===== src/rtl/alu_mul_sequencer_pkg.sv =====
// Purpose: shared ALU command codes and sequencer state encoding for alu_mul_sequencer.
// Latency: n/a (constants and types only).
// Backpressure: n/a.
package alu_mul_sequencer_pkg;

    // ALU command codes, matching the EXE_CMD encoding the EXE-stage ALU decodes.
    localparam logic [3:0] EXE_ADD = 4'b0010;
    localparam logic [3:0] EXE_SUB = 4'b0100;
    localparam logic [3:0] EXE_SLA = 4'b1000;

    // Sequencer state encoding (2 bits).
    typedef enum logic [1:0] {
        MULSEQ_IDLE  = 2'd0,
        MULSEQ_ADD   = 2'd1,
        MULSEQ_SHIFT = 2'd2,
        MULSEQ_DONE  = 2'd3
    } mulseq_state_t;

endpackage


===== src/rtl/alu_mul_sequencer.sv =====
// Purpose: shift-add multiplier that borrows the EXE-stage ALU, alternating ADD and SLA ops.
// Latency: 2*WIDTH+1 cycles from accepted start to done (data-dependent with MUL_EARLY_TERM_EN).
// Backpressure: start is ignored while busy; busy stalls the pipeline until the done cycle ends.
//
// Ports:
//   clk, rst        - rising-edge clock, asynchronous active-low reset
//   start/op_a/op_b - multiply request and operands, accepted only when idle
//   busy/done       - stall indication / one-cycle result-valid pulse
//   result          - low WIDTH bits of op_a*op_b, held until the next completion
//   exe_val1/2/cmd  - pipeline ALU inputs, passed to alu_* while idle or done
//   alu_val1/2/cmd  - to the shared ALU; alu_out is its result
//
// Build option: define MUL_EARLY_TERM_EN to finish as soon as the remaining multiplier
// bits are all zero (a zero multiplier completes in one cycle).
module alu_mul_sequencer
    import alu_mul_sequencer_pkg::*;
#(
    parameter int WIDTH    = 32,
    parameter int CMD_SIZE = 4
) (
    input  logic                clk,
    input  logic                rst,
    input  logic                start,
    input  logic [WIDTH-1:0]    op_a,
    input  logic [WIDTH-1:0]    op_b,
    output logic                busy,
    output logic                done,
    output logic [WIDTH-1:0]    result,
    input  logic [WIDTH-1:0]    exe_val1,
    input  logic [WIDTH-1:0]    exe_val2,
    input  logic [CMD_SIZE-1:0] exe_cmd,
    output logic [WIDTH-1:0]    alu_val1,
    output logic [WIDTH-1:0]    alu_val2,
    output logic [CMD_SIZE-1:0] alu_cmd,
    input  logic [WIDTH-1:0]    alu_out
);

    localparam int             CW       = $clog2(WIDTH);
    localparam logic [CW-1:0]  CNT_LAST = CW'(WIDTH - 1);

    mulseq_state_t    state;
    logic [WIDTH-1:0] acc;
    logic [WIDTH-1:0] mcand;
    logic [WIDTH-1:0] mplier;
    logic [CW-1:0]    cnt;
    logic             last_iter;

    // Last SHIFT of the run: all multiplier bits consumed (or, with early
    // termination, nothing but zeros left above the bit just used).
`ifdef MUL_EARLY_TERM_EN
    assign last_iter = (cnt == CNT_LAST) || ((mplier >> 1) == '0);
`else
    assign last_iter = (cnt == CNT_LAST);
`endif

    always_ff @(posedge clk or negedge rst) begin
        if (!rst) begin
            state  <= MULSEQ_IDLE;
            acc    <= '0;
            mcand  <= '0;
            mplier <= '0;
            cnt    <= '0;
            result <= '0;
            busy   <= 1'b0;
            done   <= 1'b0;
        end else begin
            case (state)
                MULSEQ_IDLE: begin
                    done <= 1'b0;
                    if (start) begin
                        acc    <= '0;
                        mcand  <= op_a;
                        mplier <= op_b;
                        cnt    <= '0;
                        busy   <= 1'b1;
`ifdef MUL_EARLY_TERM_EN
                        if (op_b == '0) begin
                            state  <= MULSEQ_DONE;
                            result <= '0;
                            done   <= 1'b1;
                        end else begin
                            state  <= MULSEQ_ADD;
                        end
`else
                        state  <= MULSEQ_ADD;
`endif
                    end
                end
                MULSEQ_ADD: begin
                    // ALU is computing acc + mcand; keep it only for a set multiplier bit.
                    if (mplier[0]) begin
                        acc <= alu_out;
                    end
                    state <= MULSEQ_SHIFT;
                end
                MULSEQ_SHIFT: begin
                    // ALU is computing mcand << 1; the multiplier shifts locally.
                    mcand  <= alu_out;
                    mplier <= mplier >> 1;
                    cnt    <= cnt + 1'b1;
                    if (last_iter) begin
                        state  <= MULSEQ_DONE;
                        result <= acc;
                        done   <= 1'b1;
                    end else begin
                        state  <= MULSEQ_ADD;
                    end
                end
                MULSEQ_DONE: begin
                    state <= MULSEQ_IDLE;
                    busy  <= 1'b0;
                    done  <= 1'b0;
                end
                default: begin
                    state <= MULSEQ_IDLE;
                    busy  <= 1'b0;
                    done  <= 1'b0;
                end
            endcase
        end
    end

    // ALU input mux: decoded from the state register so reset returns the
    // ALU to the pipeline immediately.
    always_comb begin
        alu_val1 = exe_val1;
        alu_val2 = exe_val2;
        alu_cmd  = exe_cmd;
        case (state)
            MULSEQ_ADD: begin
                alu_val1 = acc;
                alu_val2 = mcand;
                alu_cmd  = CMD_SIZE'(EXE_ADD);
            end
            MULSEQ_SHIFT: begin
                alu_val1 = mcand;
                alu_val2 = WIDTH'(1);
                alu_cmd  = CMD_SIZE'(EXE_SLA);
            end
            default: begin
                alu_val1 = exe_val1;
                alu_val2 = exe_val2;
                alu_cmd  = exe_cmd;
            end
        endcase
    end

endmodule


===== config.mk =====
export PLATFORM = sky130hd
export DESIGN_NAME = alu_mul_sequencer
export DESIGN_NICKNAME = d
export VERILOG_FILES = /design/src/rtl/alu_mul_sequencer_pkg.sv /design/src/rtl/alu_mul_sequencer.sv
export SDC_FILE = /design/constraint.sdc
export NUM_CORES = 1
export LEC_CHECK = 0
export ABC_AREA = 1
export CAP_MARGIN = 0
export CORE_MARGIN = 10
export CORE_UTILIZATION = 49
export DETAILED_ROUTE_END_ITERATION = 10
export PLACE_DENSITY = 0.87
export REMOVE_ABC_BUFFERS = 1
export SLEW_MARGIN = 20
export SYNTH_ARGS = -nofsm -noshare
export SYNTH_HDL_FRONTEND = slang
export SYNTH_SLANG_ARGS = --single-unit

===== constraint.sdc =====
create_clock -name clk -period 2.56 [get_ports clk]
set_input_delay 0.256 -clock clk [delete_from_list [all_inputs] [get_ports clk]]
set_output_delay 0.256 -clock clk [all_outputs]
set_load 0.03 [all_outputs]

# Word-level counts from Yosys, hierarchy flattened

Index checks and enable logic that the tools add are counted.
W data, S select, Z words.

Flip-flop bits (word level): 137
Input port bits: 167
Word-level logic and storage cells: 46

Add/subtract/negate cells: 1
Eq/ne operators: 7
Mux-type cells: 19
Reductions and logical operators: 11

Operator list:

| kind                  | count |
|---|---|
| $pmux W32 S2          | 5 |
| $mux W32              | 4 |
| $pmux W5 S2           | 1 |
| $pmux W2 S4           | 1 |
| $pmux W4 S2           | 1 |
| $reduce_and A2 Y1     | 4 |
| $reduce_bool A2 Y1    | 4 |
| $ne A2 B2 Y1 const B  | 3 |
| $add A5 B1 Y5 const B | 1 |
| $eq A5 B5 Y1 const B  | 1 |
| $mux W5               | 1 |
| $eq A2 B2 Y1 const B  | 2 |
| $mux W2               | 2 |
| $pmux W1 S2           | 2 |
| $reduce_and A3 Y1     | 1 |
| $eq A2 B1 Y1 const B  | 1 |
| $logic_not A2 Y1      | 1 |
| $mux W1               | 2 |
| $reduce_or A2 Y1      | 1 |

# Logic depth before layout (Yosys ltp)

Gate-level depths: netlist of the first run.

Depth in word-level cells: 4
Depth in mapped cells: 10
Gate-level depth less buffers: 8

# Worst setup path after synthesis of the first run

OpenSTA, ideal clock, no wires.

Path kind: register -> output
From: register state[0]
To: output port alu_val2[0]
Data arrival time: 1.769 ns
Required time: 2.304 ns
Slack: 0.535 ns
Stages on the path, launching flop included: 6
Path buffers: 1
Cell sequence: dfrtp_1 -> inv_1 -> ha_1 -> nand2_1 -> clkbuf_1 -> o21ai_0

Cells in the longest elaborated chain, start to end: 2
Elaborated cells between the ends (all ways): 3
Those cells by class: 2 x eq/ne; 1 x mux

RTL lines:

| item                                         | RTL line                 | RTL |
|---|---|---|
| from (decl)                                  | alu_mul_sequencer.sv:41  | `mulseq_state_t state;` |
| from (signal assigned)                       | alu_mul_sequencer.sv:58  | `state <= MULSEQ_IDLE;` |
| from (signal assigned)                       | alu_mul_sequencer.sv:85  | `state <= MULSEQ_ADD;` |
| from (signal assigned)                       | alu_mul_sequencer.sv:94  | `state <= MULSEQ_SHIFT;` |
| $eq A2 B2 Y1 or $eq A2 B1 Y1 (tied branches) | alu_mul_sequencer.sv:129 | `case (state)` |
| $pmux W32 S2 *                               | alu_mul_sequencer.sv:129 |  |
| to (decl)                                    | alu_mul_sequencer.sv:33  | `output logic [WIDTH-1:0] alu_val2,` |

Every way passes the cells marked *; elsewhere a longest branch is shown, timed or not.

# Final worst setup path of the first run

From: register state[0]
To: output port alu_val1[29]

Cells in the longest elaborated chain, start to end: 2
Elaborated cells between the ends (all ways): 3
Those cells by class: 2 x eq/ne; 1 x mux

RTL lines:

| item                                         | RTL line                 | RTL |
|---|---|---|
| $eq A2 B2 Y1 or $eq A2 B1 Y1 (tied branches) | alu_mul_sequencer.sv:129 |  |
| $pmux W32 S2 *                               | alu_mul_sequencer.sv:129 |  |
| to (decl)                                    | alu_mul_sequencer.sv:32  | `output logic [WIDTH-1:0] alu_val1,` |

Marked as above.

==> results of run 1 <==
[what timing repair did]
action	CTS	global route
hold endpoints to repair	47	0
setup endpoints to repair	0	36
resized for setup	0	5
hold buffers	1	0
[through the flow]
stage	power [mW]	TNS (ps)	hold WS (ps)	setup slack (ps)
floorplan	7.88	-101080	-39.6	-920
global placement	10.7	0	221	501
detailed placement	10.9	0	223	473
CTS	13.3	0	349	65.9
global route	14.2	0	358	28.2
finish	13.3	0	335	151
[area by class of cell]
cell class	instances	area (µm²)
clock buffers	23	488
clock inverters	9	95.1
fillers	1148	4100
inverters	74	280
multi-input cells	667	3130
flip-flops and latches	137	3430
well taps	184	230
repair buffers	290	2730
[power breakdown]
| part | internal, mW | switching [mW] | total [mW] |
|---|---|---|---|
| Sequential | 2.95 | 0.425 | 3.38 |
| Clock | 1.52 | 0.894 | 2.42 |
| Combinational | 2.50 | 4.99 | 7.49 |
[worst reg2reg max path, delay by kind of cell, from the launching register on]
kind            cells  cell delay, ps
simple gates        4             900
buf+inv             2             430
flops               1             410
fa+ha+maj           1             230
compound gates      1              80
[kinds of logic after synthesis]
kind of cell | after synthesis
simple gates | 497
compound gates | 163
buf+inv | 138
flops | 137
fa+ha+maj | 7
[how the worst min path moves through the flow]
stage | startpoint | endpoint | slack (ps) | depth (start not counted)
after CTS | rst | mplier[10]$_DFFE_PN0P_ | 350 | 2
after floorplan | rst | acc[0]$_DFFE_PN0P_ | -40 | 0
after global placement | rst | mplier[10]$_DFFE_PN0P_ | 220 | 1
final | rst | mplier[10]$_DFFE_PN0P_ | 340 | 2
after detailed placement | rst | mplier[10]$_DFFE_PN0P_ | 220 | 1
after global routing | rst | mplier[9]$_DFFE_PN0P_ | 360 | 2
[cells in the final DEF, fill, tap and decap left out, drive strengths merged]
cell,count
nor2,6
dlymetal6s2s,1
buf,88
a21oi,4
clkdlybuf4s50,200
clkinv,8
dlygate4sd3,1
ha,7
nand4,32
clkbuf,23
o21ai,96
nand3,6
dfrtp,137
nand2,423
or2,30
bufinv,2
o211ai,63
inv,73
[state kept, by name (all words and copies together) (netlist names)]
register  cells
mcand        32
result       32
acc          32
done          1
busy          1
mplier       32
state         2
cnt           5
[metal layers]
layer	routed length, µm	vias up	track usage [%]
li1	-	3521	-
met1	9660	3484	28.1
met2	12200	299	41.3
met3	2280	40	7.54
met4	530	2	7.58
met5	13	-	0
[synth_stat cells (all sizes together)]
cell and instances:
inv 73, clkbuf 18, or2 30, nand2 423, dfrtp 137, a21oi 4
nand3 6, nor2 6, o21ai 96, o211ai 63, clkinv 1, nand4 32
ha 7, buf 46
==> results.md, run 1 <==
- Max incr delay on CP: 410 ps
- Root Buffer: clkbuf_16
- Final Util: 71.7%
- Nets: 1361
- Final Skew: 8.69 ps
- Inst Count DP: 1351
- DIE AREA: 20000 µm²
- DRT Pass-1 Iters: 5
- Post-synthesis mux area share: 0%
- Total GRT Usage: 24.1%
- Mapped Area: 7220 µm²
- #FFs+latches synth: 137
- Family with the most delay on the worst path: buffers and inverters
- Syn avg cell area: 7.67 µm²
- Routed WL: 24.7 mm
- Synth top area cells: dfrtp_1 (47%), nand2_1 (22%), o211ai_1 (6.5%)
- Outcome: finished, final reports clean
- Grt ovf: 0
- Postcts setup bufs: 0
- Synth Instances: 942
- Fmax: 415 MHz
- Final Max Tran Viols: 0
- Yosys warns: 0
- Worst Setup Start Kind: register
- Endpoint class of the critical path: primary output
- P_leak: 5.06 nW
- H-Tree Depth: 4
- Crit Path Max Fanout: 14
- Main combinational cell family by area after synthesis: simple AND/OR/NAND/NOR gates
- Number of I/O pins: 269
- Max cap viols: 0
- Die height: 141 µm
- Minimum clock period: 2410 ps
- Wire per inst: 17.8 µm
- Synth Area in Adders: 1.21%
- CTS tree: yes
- Least-Margin Pin Slew: 721 ps
- Final Instance Area: 10400 µm²
- Clock latency on the worst-skew pair: 420 ps
- FF-to-FF path depth: 8
- Row Count: 44
- Post-synthesis xor/xnor area fraction: 0%
- Peak VDD IR: 0.000971 V
- HP Class: in2async
- Pin count of the biggest net entering global routing: 61
- Synth cell types: 21
- Initial Util: 49.9%
- WP data required: 2300 ps
- Cell accounting for the most synthesized area: dfrtp_1
- Critical path capture point: alu_val1[29]
- Final Cycle Share: 94.1%
- Die W: 141 µm
- Final Hold Fails: 0
- Crit Path Class: reg2out
- Setup violators final: 0
- Initial antenna violation count: 1
- Critical path depth in cells: 8
- First-pass GRT wire length: 38.8 mm
- Simple-Gate Fraction of Synth Area: 28.2%
- Via count: 7346
- Placement Cell Area: 9780 µm²
- Ratio of cells with drive above 1 in the final layout: 13.7%
- CP cell instances: inv_1 > ha_2 > nand2_2 > inv_4 > buf_12 > nand2_1 > o211ai_1 > buf_4
- Max Root-Sink Buffers: 2
- Area Growth Syn to Fin: 43.7%
- Num CTS Buffers: 17
- Crit path arrival time: 2150 ps
- RSZ-0062 raised after global routing: no
- Initial drt markers: 327
- Yosys top cell area share: 47.5%
- Gpl congestion: 0.846
- Critical path's slowest cell: dfrtp_1
- Sequential area share after synthesis: 47.5%
- PortBufs: 268
- Pwr Density: 1280 nW/µm²
- Normalized max-slew margin: 51.8%
- ANT nets after route: 0
- # DRC: 0
- Reg-to-Reg Start: state[1]$_DFFE_PN0P_
- # diodes: 0
- Critical Path Start: state[0]$_DFFE_PN0P_
- Number of global-route vias before repair: 7263
- R2r endpoint: acc[1]$_DFFE_PN0P_
- DPL Wire Length: 18.1 mm
- Non-Filler Instances: 1384
- Buffers and inverters on the worst path: 4
- Compound-cell area share of the yosys netlist: 13.6%
- # clock sinks: 137
- Vias per Instance: 5.31
- Worst-path clk slew: 60 ps
- Reg2reg setup slack: 390 ps
- CORE AREA: 14500 µm²
Note: power is estimated with default switching activity, not from simulation.
==> run 2: changes to the inputs <==
- GPL_ROUTABILITY_DRIVEN: unset -> 0
- SETUP_SLACK_MARGIN: unset -> 0.3
- SLEW_MARGIN: 20 -> 30
==> run 2 against run 1 <==
Core utilization rose by 0.93 points. Non-clock buffer count rose by 9. Maximum frequency rose by 9.8%. Global-route usage rose by 0.14 points. Clock skew fell by 2.0 ps. Count of clock-buffer cells in the layout did not move. Critical endpoint is now alu_val2[9]. Largest cell class unchanged.
==> results.md, run 2 (same netlist as run 1, synthesis figures left out) <==
- Outcome: finished, final reports clean (unchanged)
- Die height: 141 µm (unchanged)
- Via count: 7406 (was 7346)
- Final Hold Fails: 0 (unchanged)
- Family with the most delay on the worst path: buffers and inverters (unchanged)
- Logic pwr share: 57.2% (was 56.4%)
- WP data required: 2300 ps (about the same)
- Crit Path Class: reg2out (unchanged)
- Reg2reg setup slack: 390 ps (about the same)
- # clock sinks: 137 (unchanged)
- HP Class: in2async (unchanged)
- WHS: 325 ps (was 335 ps)
- Buffers and inverters on the worst path: 3 (was 4)
- Die W: 141 µm (unchanged)
- Worst-path clk slew: 60 ps (about the same)
- Normalized max-slew margin: 60.2% (was 51.8%)
- Fill cells: 1123 (was 1148)
- Clock latency on the worst-skew pair: 420 ps (about the same)
- Commonest non-fill, non-tap cells in the layout: nand2_1 (416), clkdlybuf4s50_1 (199), dfrtp_1 (137), buf_4 (88), o21ai_0 (76) (was nand2_1 (416), clkdlybuf4s50_1 (200), dfrtp_1 (137), buf_4 (83), o21ai_0 (79))
- Max incr delay on CP: 410 ps (about the same)
- Wire per inst: 17.9 µm (was 17.8 µm)
- Critical path's slowest cell: dfrtp_1 (unchanged)
- Endpoint class of the critical path: primary output (unchanged)
- Vias per Instance: 5.32 (was 5.31)
- Crit path arrival time: 1940 ps (was 2150 ps)
- Initial antenna violation count: 1 (unchanged)
- DPL Wire Length: 18.1 mm (unchanged)
- Worst Setup Start Kind: register (unchanged)
- Final Instance Area: 10500 µm² (was 10400 µm²)
- Grt ovf: 0 (unchanged)
- # DRC: 0 (unchanged)
- Nets: 1370 (was 1361)
- Num CTS Buffers: 17 (unchanged)
- Initial drt markers: 375 (was 327)
- Root Buffer: clkbuf_16 (unchanged)
- Number of global-route vias before repair: 7298 (was 7263)
- Ratio of cells with drive above 1 in the final layout: 14.6% (was 13.7%)
- Internal: 7.16 mW (was 6.98 mW)
- Pin count of the biggest net entering global routing: 61 (unchanged)
- Routed WL: 25.0 mm (was 24.7 mm)
- Fmax: 456 MHz (was 415 MHz)
- P_leak: 5.12 nW (was 5.06 nW)
- Max cap viols: 0 (unchanged)
- Placement Cell Area: 9780 µm² (unchanged)
- Sw Ratio: 47.2% (was 47.5%)
- Final Max Tran Viols: 0 (unchanged)
- Initial Util: 49.9% (unchanged)
- Row Count: 44 (unchanged)
- CORE AREA: 14500 µm² (unchanged)
- Setup ws final: 366 ps (was 151 ps)
- Final Skew: 6.64 ps (was 8.69 ps)
- PortBufs: 268 (unchanged)
- RSZ-0062 raised after global routing: yes (was no)
- Place WS: 473 ps (unchanged)
- Pwr Density: 1290 nW/µm² (was 1280 nW/µm²)
- Peak VDD IR: 0.000822 V (was 0.000971 V)
- H-Tree Depth: 4 (unchanged)
- Least-Margin Pin Slew: 597 ps (was 721 ps)
- CP cell instances: inv_2 > ha_4 > nand2_4 > buf_12 > o21ai_0 > buf_4 (was inv_1 > ha_2 > nand2_2 > inv_4 > buf_12 > nand2_1 > o211ai_1 > buf_4)
- # diodes: 0 (unchanged)
- Power share of the sequential group: 24.9% (was 25.4%)
- DIE AREA: 20000 µm² (unchanged)
- Minimum clock period: 2190 ps (was 2410 ps)
- First-pass GRT wire length: 38.9 mm (was 38.8 mm)
- Switching power: 6.40 mW (was 6.31 mW)
- Area Growth Syn to Fin: 45.6% (was 43.7%)
- Total GRT Usage: 24.2% (was 24.1%)
- Number of I/O pins: 269 (unchanged)
- Commonest non-fill, non-tap cell in the layout: nand2_1 (unchanged)
- DRT Pass-1 Iters: 5 (unchanged)
- CTS tree: yes (unchanged)
- Clock Power Share: 17.8% (was 18.2%)
- ANT nets after route: 0 (unchanged)
- Max Root-Sink Buffers: 2 (unchanged)
- Final Cycle Share: 85.7% (was 94.1%)
- Crit Path Max Fanout: 35 (was 14)
- Setup violators final: 0 (unchanged)
-- run 2: final cells by class --
cell class | instances | area (µm²) | area share [%]
timing repair buffer | 299 | 2830 | 26.9
multi-input combinational | 667 | 3160 | 30.0
clock buffer | 23 | 488 | 4.64
tap | 184 | 230 | 2.19
clock inverter | 9 | 95.1 | 0.904
inverter | 74 | 287 | 2.72
sequential | 137 | 3430 | 32.6
-- run 2: stage by stage --
step	TNS, ps	utilization [%]	cells	total power, mW
2_1_floorplan	-101080	-	878	7.88
3_3_place_gp	0	67.5	1351	10.7
3_5_place_dp	0	67.5	1351	10.9
4_1_cts	0	72.0	1385	13.5
5_1_grt	0	72.6	1393	14.4
6_report	0	72.6	1393	13.6
-- run 2: power by group through the flow --
stage          clock network, mW  logic, mW  registers (mW)
6_report                    2.42       7.76            3.38
5_1_grt                     2.53       8.43            3.47
2_1_floorplan                  0       4.58            3.30
3_3_place_gp                   0       7.34            3.37
3_5_place_dp                   0       7.48            3.39
4_1_cts                     2.44       7.64            3.37
-- run 2: worst paths after layout --
check,start,endpoint,depth (start not counted)
worst max-delay path,state[0]$_DFFE_PN0P_,alu_val2[9],6
worst min-delay path,rst,mplier[10]$_DFFE_PN0P_,2
worst max register to register,cnt[1]$_DFFE_PN0P_,done$_DFFE_PN0P_,9
worst min register to register,acc[25]$_DFFE_PN0P_,acc[25]$_DFFE_PN0P_,2
max in group asynchronous,rst,mplier[24]$_DFFE_PN0P_,3
min in group clk,alu_out[14],acc[14]$_DFFE_PN0P_,3
-- run 2: layer usage --
layer	global-route usage (%)	vias up	wire [µm]
met2	41.7	328	12500
met5	0	-	13
met3	7.41	34	2370
met1	28.1	3506	9630
met4	7.96	2	476
li1	-	3536	-
-- run 2: what timing repair did --
item | 4_1_cts | 5_1_grt
pin swaps | 0 | 3
resized for setup | 12 | 14
setup buffers | 1 | 8
cloned | 0 | 0
hold buffers | 1 | 0
endpoints found under the hold margin | 47 | 0
endpoints found under the setup margin | 68 | 61
-- run 2: worst register-to-register path: cells and delay by family (launching register included) --
kind,cells,cell delay (ps)
AOI/OAI and AO/OA,1,280
DFF,1,400
buffers and inverters,3,680
adders and majority gates,2,440
and+or+nand+nor,3,260
==> run 3: changes to the inputs <==
- CORE_UTILIZATION: 49 -> 55
- DONT_BUFFER_PORTS: unset -> 1
- PLACE_DENSITY: 0.87 -> 0.7
==> run 3 against run 2 <==
The flow now finishes with violations (negative hold slack). Register-to-register slack gained 60 ps. Combinational power down 2%. Non-clock buffer count decreased by 181. Via count down 8.3%. Sequential cell count did not move. Global-route usage is 1.0 points higher. Design area fell by 16%. Total power is essentially flat. Critical endpoint is now alu_val2[4]. Largest power group unchanged.
==> results.md, run 3 (same netlist as run 1, synthesis figures left out) <==
- Vias per Instance: 5.66 (was 5.32)
- Ratio of cells with drive above 1 in the final layout: 16.6% (was 14.6%)
- Fmax: 436 MHz (was 456 MHz)
- Final Cycle Share: 89.6% (was 85.7%)
- CORE AREA: 12700 µm² (was 14500 µm²)
- Multi-input logic area: 3170 µm² (was 3160 µm²)
- WP data required: 2300 ps (about the same)
- ANT nets after route: 0 (unchanged)
- DPL Wire Length: 15.6 mm (was 18.1 mm)
- Critical path's slowest cell: dfrtp_1 (unchanged)
- PortBufs: 0 (was 268)
- Minimum clock period: 2290 ps (was 2190 ps)
- Reg2reg setup slack: 450 ps (was 390 ps)
- DIE AREA: 18100 µm² (was 20000 µm²)
- Worst Setup Start Kind: register (unchanged)
- Initial Util: 56.8% (was 49.9%)
- R2r endpoint: acc[30]$_DFFE_PN0P_ (was done$_DFFE_PN0P_)
- Initial drt markers: 595 (was 375)
- Commonest non-fill, non-tap cells in the layout: nand2_1 (413), dfrtp_1 (137), buf_4 (79), o21ai_0 (73), inv_1 (65) (was nand2_1 (416), clkdlybuf4s50_1 (199), dfrtp_1 (137), buf_4 (88), o21ai_0 (76))
- Grt ovf: 0 (unchanged)
- Inst Count DP: 1128 (was 1351)
- Buffers and inverters on the worst path: 3 (unchanged)
- HP Class: in2async (unchanged)
- P_leak: 4.47 nW (was 5.12 nW)
- Area Growth Syn to Fin: 21.8% (was 45.6%)
- Final Skew: 7.91 ps (was 6.64 ps)
- Family with the most delay on the worst path: buffers and inverters (unchanged)
- Die W: 135 µm (was 141 µm)
- # DRC: 0 (unchanged)
- Outcome: finished with violations (was finished, final reports clean)
- Setup violators final: 0 (unchanged)
- FF-to-FF path depth: 7 (was 9)
- Num CTS Buffers: 17 (unchanged)
- GRT busiest layer: met2 (unchanged)
- Peak VDD IR: 0.000936 V (was 0.000822 V)
- Endpoint class of the critical path: primary output (unchanged)
- Pwr Density: 1540 nW/µm² (was 1290 nW/µm²)
- Nets: 1190 (was 1370)
- Most used cell, CP: buf_4
- Least-Margin Pin Slew: 659 ps (was 597 ps)
- Clock latency on the worst-skew pair: 420 ps (about the same)
- Crit Path Class: reg2out (unchanged)
- Root Buffer: clkbuf_16 (unchanged)
- DRT Pass-1 Iters: 5 (unchanged)
- Normalized max-slew margin: 55.9% (was 60.2%)
- Final Max Tran Viols: 0 (unchanged)
- WHS: -469 ps (was 325 ps)
- CTS Hold Bufs: 30 (was 1)
- CTS tree: yes (unchanged)
- Total GRT Usage: 25.2% (was 24.2%)
- First-pass GRT wire length: 36.6 mm (was 38.9 mm)
- Number of I/O pins: 269 (unchanged)
- Via count: 6790 (was 7406)
- TNS Setup: 0 ps (unchanged)
- Met1 usage in global routing: 29.2% (was 28.1%)
- Fill cells: 1045 (was 1123)
- Number of global-route vias before repair: 6766 (was 7298)
- Crit Path Max Fanout: 26 (was 35)
- RSZ-0062 raised after global routing: yes (unchanged)
- Commonest non-fill, non-tap cell in the layout: nand2_1 (unchanged)
- CP cell instances: inv_2 > ha_4 > nand2_4 > buf_4 > o21ai_0 > buf_4 (was inv_2 > ha_4 > nand2_4 > buf_12 > o21ai_0 > buf_4)
- Worst-path clk slew: 60 ps (about the same)
- Max cap viols: 0 (unchanged)
- Register Area: 3430 µm² (unchanged)
- Max incr delay on CP: 390 ps (was 410 ps)
- Final Hold Fails: 137 (was 0)
- Non-Filler Instances: 1200 (was 1393)
- Failing checks: negative hold slack
- Grt met2 use: 42.8% (was 41.7%)
- # diodes: 0 (unchanged)
- Max Root-Sink Buffers: 2 (unchanged)
- Row Count: 41 (was 44)
- Crit path arrival time: 2040 ps (was 1940 ps)
- Routed WL: 23.7 mm (was 25.0 mm)
- Routing usage on met3: 8.61% (was 7.41%)
- Die height: 135 µm (was 141 µm)
- Initial antenna violation count: 0 (was 1)
- # clock sinks: 137 (unchanged)
- Pin count of the biggest net entering global routing: 138 (was 61)
- Reg-to-Reg Start: state[1]$_DFFE_PN0P_ (was cnt[1]$_DFFE_PN0P_)
- Wire per inst: 19.8 µm (was 17.9 µm)
- H-Tree Depth: 4 (unchanged)
==> run 3: how the worst max path moves through the flow <==
stage	slack, ps	end	from	cells past startpoint
2_1_floorplan	-920	cnt[2]$_DFFE_PN0P_	state[0]$_DFFE_PN0P_	7
6_report	270	alu_val2[4]	state[1]$_DFFE_PN0P_	6
4_1_cts	320	alu_val1[6]	state[0]$_DFFE_PN0P_	8
3_3_place_gp	470	alu_val1[24]	state[0]$_DFFE_PN0P_	7
5_1_grt	190	alu_val1[24]	state[0]$_DFFE_PN0P_	6
3_5_place_dp	290	alu_val1[7]	state[0]$_DFFE_PN0P_	7
==> run 3: timing repair <==
action / CTS / global route
endpoints found under the setup margin: 66 / 91
gates cloned: 2 / 1
hold endpoints to repair: 167 / 137
buffers inserted: 5 / 3
gates resized for setup: 14 / 14
pin swaps: 0 / 4
==> run 3: metrics by stage <==
step / power, mW / setup slack (ps) / util [%] / hold WS (ps) / area, µm²
after floorplan: 7.88 / -920 / - / -39.6 / 6820
after global placement: 10.1 / 473 / 60.3 / -34.7 / 7670
after detailed placement: 10.4 / 288 / 60.3 / -34.8 / 7670
after CTS: 13.3 / 319 / 68.5 / -482 / 8710
after global routing: 14.4 / 188 / 69.2 / -492 / 8800
final: 13.5 / 265 / 69.2 / -469 / 8800
==> run 3: report_power, final <==
group	internal, mW	switching, mW	leakage, nW
Sequential	2.95	0.442	1.79
Clock	1.62	0.896	0.299
Combinational	2.55	5.08	2.38
Total	7.13	6.42	4.47
==> run 3: metal layers <==
metal | share of wire, % | vias up | wire length, µm
met5 | 0 | - | 0
met4 | 2.2 | 0 | 519
met3 | 9.7 | 43 | 2310
met2 | 50 | 321 | 11800
met1 | 38 | 3255 | 9080
li1 | - | 3171 | -
==> run 3: cell type report <==
type                       count  share of cell area, %
tap                          172                   2.44
clock inverter                 8                   1.34
timing repair inverter         1                 0.0995
inverter                      74                   3.31
timing repair buffer         118                   12.3
sequential                   137                   38.9
multi-input combinational    667                   36.0
clock buffer                  23                   5.54
